==> src/rtl/gmii_rx_guard_if.sv <==
// GMII receive byte stream in, conditioned byte stream out.
// master drives the Rx pins and observes the output; slave is the guard itself.
interface gmii_rx_guard_if;
    logic [7:0] rxd;
    logic       rx_dv;
    logic       rx_er;
    logic [7:0] d_out;
    logic       strobe_out;
    logic       frame_end;
    logic       frame_bad;

    modport master (
        output rxd, rx_dv, rx_er,
        input  d_out, strobe_out, frame_end, frame_bad
    );

    modport slave (
        input  rxd, rx_dv, rx_er,
        output d_out, strobe_out, frame_end, frame_bad
    );
endinterface

==> src/rtl/gmii_rx_guard.sv <==
// Purpose: GMII Rx conditioning; poisons (inverts last byte of) errored or over-length frames, keeps stats.
// Latency: byte sampled at edge n is on d_out after edge n+2. Backpressure: none, the GMII stream cannot stall.
module gmii_rx_guard #(
    parameter int max_len = 1530,
    parameter int cnt_w   = 16
) (
    input  logic              clk,
    input  logic              rst_n,
    gmii_rx_guard_if.slave    bus,
    input  logic              clear,
    output logic [cnt_w-1:0]  frame_cnt,
    output logic [cnt_w-1:0]  err_cnt,
    output logic [cnt_w-1:0]  trunc_cnt,
    output logic [cnt_w-1:0]  fc_cnt
);
    typedef enum logic [1:0] {RESYNC, IDLE, FRAME, DROP} state_t;

    localparam logic [15:0]      LP_MAX_LEN = 16'(max_len);
    localparam logic [cnt_w-1:0] LP_ONE     = 1;

    state_t      r_state, w_state_nxt;
    logic [15:0] r_len, w_len_nxt;
    logic        r_poison, w_poison_nxt;
    logic        w_accept, w_hit, w_fc;

    logic       r_s1_vld, r_s1_poison, r_s1_trunc;
    logic [7:0] r_s1_dat;
    logic       r_s2_vld, r_s2_last, r_s2_poison, r_s2_trunc;
    logic [7:0] r_s2_dat;

    logic [7:0] r_d_out;
    logic       r_strobe, r_end, r_bad, r_end_poison, r_end_trunc;
    logic       r_fc_prev, r_fc_evt;

    assign w_fc = bus.rx_er & ~bus.rx_dv & (bus.rxd == 8'h0E);

    always_comb begin
        w_state_nxt  = r_state;
        w_len_nxt    = r_len;
        w_poison_nxt = r_poison;
        w_accept     = 1'b0;
        w_hit        = 1'b0;
        case (r_state)
            RESYNC: if (!bus.rx_dv) w_state_nxt = IDLE;
            IDLE: begin
                if (bus.rx_dv) begin
                    w_accept     = 1'b1;
                    w_len_nxt    = 16'd1;
                    w_poison_nxt = bus.rx_er;
                    w_state_nxt  = FRAME;
                end
            end
            FRAME: begin
                if (bus.rx_dv) begin
                    w_accept     = 1'b1;
                    w_len_nxt    = (r_len == 16'hFFFF) ? r_len : r_len + 16'd1;
                    w_poison_nxt = r_poison | bus.rx_er;
                    if (w_len_nxt >= LP_MAX_LEN) begin
                        w_hit       = 1'b1;
                        w_state_nxt = DROP;
                    end
                end else begin
                    w_state_nxt = IDLE;
                end
            end
            DROP: if (!bus.rx_dv) w_state_nxt = IDLE;
            default: w_state_nxt = RESYNC;
        endcase
    end

    always_ff @(posedge clk or negedge rst_n) begin
        if (!rst_n) begin
            r_state     <= RESYNC;
            r_len       <= 16'd0;
            r_poison    <= 1'b0;
            r_s1_vld    <= 1'b0;
            r_s1_dat    <= 8'h00;
            r_s1_poison <= 1'b0;
            r_s1_trunc  <= 1'b0;
            r_s2_vld    <= 1'b0;
            r_s2_last   <= 1'b0;
            r_s2_dat    <= 8'h00;
            r_s2_poison <= 1'b0;
            r_s2_trunc  <= 1'b0;
        end else begin
            r_state     <= w_state_nxt;
            r_len       <= w_len_nxt;
            r_poison    <= w_poison_nxt;
            // Each staged byte carries the poison accumulated up to and including itself.
            r_s1_vld    <= w_accept;
            r_s1_dat    <= bus.rxd;
            r_s1_poison <= w_poison_nxt;
            r_s1_trunc  <= w_hit;
            // A staged byte is last if it hit max_len or the stream dropped dv behind it.
            r_s2_vld    <= r_s1_vld;
            r_s2_last   <= r_s1_vld & (r_s1_trunc | ~bus.rx_dv);
            r_s2_dat    <= r_s1_dat;
            r_s2_poison <= r_s1_poison;
            r_s2_trunc  <= r_s1_trunc;
        end
    end

    always_ff @(posedge clk or negedge rst_n) begin
        if (!rst_n) begin
            r_d_out      <= 8'h00;
            r_strobe     <= 1'b0;
            r_end        <= 1'b0;
            r_bad        <= 1'b0;
            r_end_poison <= 1'b0;
            r_end_trunc  <= 1'b0;
        end else begin
            r_strobe     <= r_s2_vld;
            r_end        <= r_s2_vld & r_s2_last;
            r_bad        <= r_s2_vld & r_s2_last & (r_s2_poison | r_s2_trunc);
            r_end_poison <= r_s2_vld & r_s2_last & r_s2_poison;
            r_end_trunc  <= r_s2_vld & r_s2_last & r_s2_trunc;
            if (!r_s2_vld)
                r_d_out <= 8'h00;
            else if (r_s2_last && (r_s2_poison || r_s2_trunc))
                r_d_out <= ~r_s2_dat;
            else
                r_d_out <= r_s2_dat;
        end
    end

    assign bus.d_out      = r_d_out;
    assign bus.strobe_out = r_strobe;
    assign bus.frame_end  = r_end;
    assign bus.frame_bad  = r_bad;

    function automatic logic [cnt_w-1:0] f_bump(input logic [cnt_w-1:0] c, input logic e);
        return (e && (c != '1)) ? c + LP_ONE : c;
    endfunction

    always_ff @(posedge clk or negedge rst_n) begin
        if (!rst_n) begin
            r_fc_prev <= 1'b0;
            r_fc_evt  <= 1'b0;
            frame_cnt <= '0;
            err_cnt   <= '0;
            trunc_cnt <= '0;
            fc_cnt    <= '0;
        end else begin
            r_fc_prev <= w_fc;
            r_fc_evt  <= w_fc & ~r_fc_prev;
            if (clear) begin
                frame_cnt <= '0;
                err_cnt   <= '0;
                trunc_cnt <= '0;
                fc_cnt    <= '0;
            end else begin
                frame_cnt <= f_bump(frame_cnt, r_end);
                err_cnt   <= f_bump(err_cnt, r_end_poison);
                trunc_cnt <= f_bump(trunc_cnt, r_end_trunc);
                fc_cnt    <= f_bump(fc_cnt, r_fc_evt);
            end
        end
    end
endmodule

==> src/flat_wrapper.sv <==
// flat-port wrapper written by rule: the top's interface ports become plain ports
module gmii_rx_guard_flat 
#(
    parameter int max_len = 1530,
    parameter int cnt_w   = 16
)
  (clk, rst_n, clear, frame_cnt, err_cnt, trunc_cnt, fc_cnt, bus_rxd, bus_rx_dv, bus_rx_er, bus_d_out, bus_strobe_out, bus_frame_end, bus_frame_bad);
  gmii_rx_guard_if bus_i ();
  input  logic clk;
  input  logic rst_n;
  input  logic clear;
  output logic [cnt_w-1:0] frame_cnt;
  output logic [cnt_w-1:0] err_cnt;
  output logic [cnt_w-1:0] trunc_cnt;
  output logic [cnt_w-1:0] fc_cnt;
  input wire logic [$bits(bus_i.rxd)-1:0] bus_rxd;
  input wire logic [$bits(bus_i.rx_dv)-1:0] bus_rx_dv;
  input wire logic [$bits(bus_i.rx_er)-1:0] bus_rx_er;
  output wire logic [$bits(bus_i.d_out)-1:0] bus_d_out;
  output wire logic [$bits(bus_i.strobe_out)-1:0] bus_strobe_out;
  output wire logic [$bits(bus_i.frame_end)-1:0] bus_frame_end;
  output wire logic [$bits(bus_i.frame_bad)-1:0] bus_frame_bad;
  assign bus_i.rxd = bus_rxd;
  assign bus_i.rx_dv = bus_rx_dv;
  assign bus_i.rx_er = bus_rx_er;
  assign bus_d_out = bus_i.d_out;
  assign bus_strobe_out = bus_i.strobe_out;
  assign bus_frame_end = bus_i.frame_end;
  assign bus_frame_bad = bus_i.frame_bad;
  gmii_rx_guard #(.max_len(max_len), .cnt_w(cnt_w)) u_core (.clk(clk), .rst_n(rst_n), .bus(bus_i), .clear(clear), .frame_cnt(frame_cnt), .err_cnt(err_cnt), .trunc_cnt(trunc_cnt), .fc_cnt(fc_cnt));
endmodule
==> config.mk <==
export PLATFORM = sky130hd
export DESIGN_NAME = gmii_rx_guard_flat
export DESIGN_NICKNAME = d
export VERILOG_FILES = /design/src/rtl/gmii_rx_guard_if.sv /design/src/rtl/gmii_rx_guard.sv /design/src/flat_wrapper.sv
export SDC_FILE = /design/constraint.sdc
export NUM_CORES = 1
export LEC_CHECK = 0
export ABC_CLOCK_PERIOD_IN_PS = 3300
export BUFFER_PORTS_ARGS = -buffer_cell sky130_fd_sc_hd__buf_2
export CORE_MARGIN = 2
export CORE_UTILIZATION = 45
export DETAILED_ROUTE_END_ITERATION = 6
export HOLD_SLACK_MARGIN = 0.06
export PLACE_DENSITY = 0.66
export SLEW_MARGIN = 10
export SYNTH_ARGS = -nofsm -noshare
export SYNTH_HDL_FRONTEND = slang
export SYNTH_SLANG_ARGS = --single-unit
==> constraint.sdc <==
create_clock -name clk -period 3.3 [get_ports clk]
set_input_delay 0 -clock clk [delete_from_list [all_inputs] [get_ports clk]]
set_output_delay 0 -clock clk [all_outputs]
set_load 0.01 [all_outputs]
==> impl_metrics.py <==
metrics = {
    "power_and_ir_drop": {
        "finalPower_mw": 3.897,
        "combPwrFrac": 0.124,
        "p_leak_nw": 3.224,
        "clkPwrFrac": 0.446,
        "power_frac_seq": 0.430,
        "power.switching_mw": 1.115,
        "internal-power_mw": 2.782,
        "peakVddDrop_mv": 0.4082,
        "p_sw_frac": 0.2862,
        "power_density_nw_per_um2": 559.9,
    },
    "placed_design": {
        "globalplace.congestion": 0.8442,
        "dp_hpwl_mm": 8.293,
        "io_buffers": 87,
    },
    "worst_setup_path": {
        "cp-start-kind": "register",
        "path_class": "register to register",
        "worstPathRequired_ns": 3.64,
        "crit_family": "simple AND/OR/NAND/NOR gates",
        "crit_chain": "ha_1, nand3_2, nor4_4, nor2_2, nor4b_2, a211oi_2, mux2i_1, mux2i_1",
        "timing.critical_path.buf_inv": 0,
        "regToRegStartpoint": "u_core.r_len[0]",
        "critPathMaxFanout": 9,
        "cpMaxStageDelayCell": "nor4_4",
        "cpMostUsedCell": "mux2i_1",
        "cp_slowest_stage_delay_ns": 0.52,
        "arrival_ns": 3.07,
        "setup.worst_path.start": "u_core.r_len[0]",
        "endpoint_kind": "register",
    },
    "clock_network": {
        "path_clk_slew_ns": 0.06,
        "cts_tree": "yes",
        "cts.sinks": 120,
        "cts_root_buf": "clkbuf_16",
        "cts_resized": 0,
        "clk_latency_ns": 0.42,
        "cts_buffers": 17,
        "ctsHoldBuffers": 12,
        "cts_buffer_depth": 2,
        "htree_levels": 4,
        "postCtsSetupBuffers": 0,
    },
    "timing": {
        "finalSetupViolations": 0,
        "finalCriticalPeriod_ns": 2.724,
        "hold_viol": 0,
        "max_freq_mhz": 367.2,
        "fin_setup_tns_ns": 0,
        "fin_skew_ns": 0.007651,
        "rsz0062_at_grt": "no",
        "drv_slew": 0,
        "tightest_slew_ns": 1.146,
        "max_slew_margin": 0.2362,
        "finalCritPeriodShare": 0.8253,
    },
    "logic_synthesis": {
        "postSynthCellCount": 571,
        "netlist-cell-type-count": 58,
        "synth_edf_count": 0,
        "async_flop_share": 1.000,
        "yosys_warnings": 0,
        "ys.flop_type": "dfrtp_1",
        "synth_seq_cells": 120,
        "yosysMostFrequentCell": "dfrtp_1",
        "synth_nets": 592,
        "ys_seq_area_frac": 0.5244,
        "synthTopCellsByArea": "dfrtp_1 52%, nor2_1 5.4%, xor2_1 5.2%, o21ai_0 3.4%, xnor2_1 3.1%",
        "syn_avg_cell_area_sq_um": 10.03,
        "synth_top_cells_by_count": "120 x dfrtp_1, 83 x nor2_1, 39 x o21ai_0, 34 x xor2_1",
        "syn_area_sq_um": 5727,
        "synth_top_area_share": 0.5244,
        "synth_top_cell_by_area": "dfrtp_1",
    },
    "route": {
        "drc": 0,
        "drtIter0Drc": 287,
        "finalWirelength_mm": 12.14,
        "ant_nets": 0,
        "avgRoutedWirePerCell_um": 14.17,
        "dr.pass1.iters": 4,
        "avgViaCountPerCell": 5.259,
        "num_vias": 4507,
    },
    "floorplan": {
        "die_w_um": 116.8,
        "dieArea_sq_um": 13640,
        "core_area_sq_um": 12520,
        "ios": 88,
        "die_h_um": 116.8,
        "num_rows": 41,
        "initial_core_util": 0.4575,
    },
    "layout": {
        "syn_to_final_growth_pct": 21.54,
        "nFillCells": 1155,
        "n_antenna_cell": 0,
        "drive_above_1_share": 0.2058,
        "fin_nets": 693,
    },
    "global_routing": {
        "grt_pass1_wl_mm": 19.93,
        "grt_use_total": 0.1890,
        "antenna_found_initial": 0,
        "grt_pass1_vias": 4169,
        "grt_max_degree": 65,
        "overflow": 0,
    },
    "job": {
        "maxCapViolations": 0,
    },
    "status": {
        "status": "finished, final reports clean",
    },
    "hold_path": {
        "hold_class": "primary input to async pin",
    },
}
## cell families (layout without fill, tap and decap cells)
group | after synthesis | in the layout | share of synthesized area
adder cells (fa/ha/maj) | 8 | 8 | 0.01748
AO/OA/AOI/OAI | 103 | 103 | 0.1077
flip-flops | 120 | 120 | 0.5244
XOR/XNOR | 54 | 54 | 0.08259
multiplexers | 7 | 7 | 0.01224
AND/OR/NAND/NOR | 238 | 238 | 0.2205
buffers and inverters | 41 | 155 | 0.03518
## power by group through the flow
stage | clock network [mW] | logic, mW | registers [mW]
after floorplan | 0 | 0.340 | 1.68
after global placement | 0 | 0.452 | 1.69
after detailed placement | 0 | 0.471 | 1.70
after CTS | 1.78 | 0.485 | 1.67
after global routing | 1.85 | 0.540 | 1.69
final | 1.74 | 0.482 | 1.68
## worst paths after layout
kind | end | slack (ns) | depth (start not counted)
worst max register to register | u_core.r_state[0] | 0.58 | 8
worst min-delay path | u_core.frame_cnt[13] | 0.21 | 2
worst min register to register | u_core.r_s2_dat[6] | 0.35 | 0
worst max-delay path | u_core.r_state[0] | 0.58 | 8
min in group clk | u_core.r_s1_dat[2] | 0.22 | 2
max in group asynchronous | u_core.fc_cnt[8] | 2.18 | 3
## registers in the layout, summed over array words and instances (netlist names), 2 cells and up
register          cells
u_core.fc_cnt        16
u_core.r_state        2
u_core.bus.d_out      8
u_core.err_cnt       16
u_core.frame_cnt     16
u_core.trunc_cnt     16
u_core.r_s2_dat       8
u_core.r_len         16
u_core.r_s1_dat       8
## layout make-up
type,count,area [sq um],share of cell area
clock inverters,13,111.4,0.01600
well taps,172,215.2,0.03092
multi-input cells,410,2522,0.3624
clock buffers,19,452.9,0.06507
inverters,22,82.58,0.01186
flip-flops and latches,120,3003,0.4314
repair buffers,101,573.1,0.08233
## placed cells by master, fill, tap and decap left out, types with 12 or more instances in the layout
cell           count
dlygate4sd3_1     12
xnor2_1           20
nor2_1            83
nand4_1           19
a21oi_1           30
or3_1             12
o21ai_0           39
dfrtp_1          120
buf_2             86
and3_1            12
inv_1             21
xor2_1            34
nor3_1            12
nand2_1           33
clkbuf_16         17
nand3_1           33
## metal layers
metal	GRT usage	vias to the layer above	routed length [um]
li1	-	2211	-
met1	0.2466	2180	5686
met2	0.2917	103	5650
met3	0.06231	13	649
met4	0.07843	0	157
met5	0	-	0
## stage by stage
step,setup slack [ns],cell area (sq um),std cells,util,hold WS (ns)
finish,0.5764,6960,857,0.5561,0.2118
global route,0.3698,6960,857,0.5561,0.2222
CTS,0.5943,6960,857,0.5561,0.2079
detailed placement,0.6087,6276,813,0.5014,0.1209
floorplan,1.010,5727,571,-,-0.2956
global placement,0.6986,6276,813,0.5014,0.1211
Power figures use the tool's default switching activity.
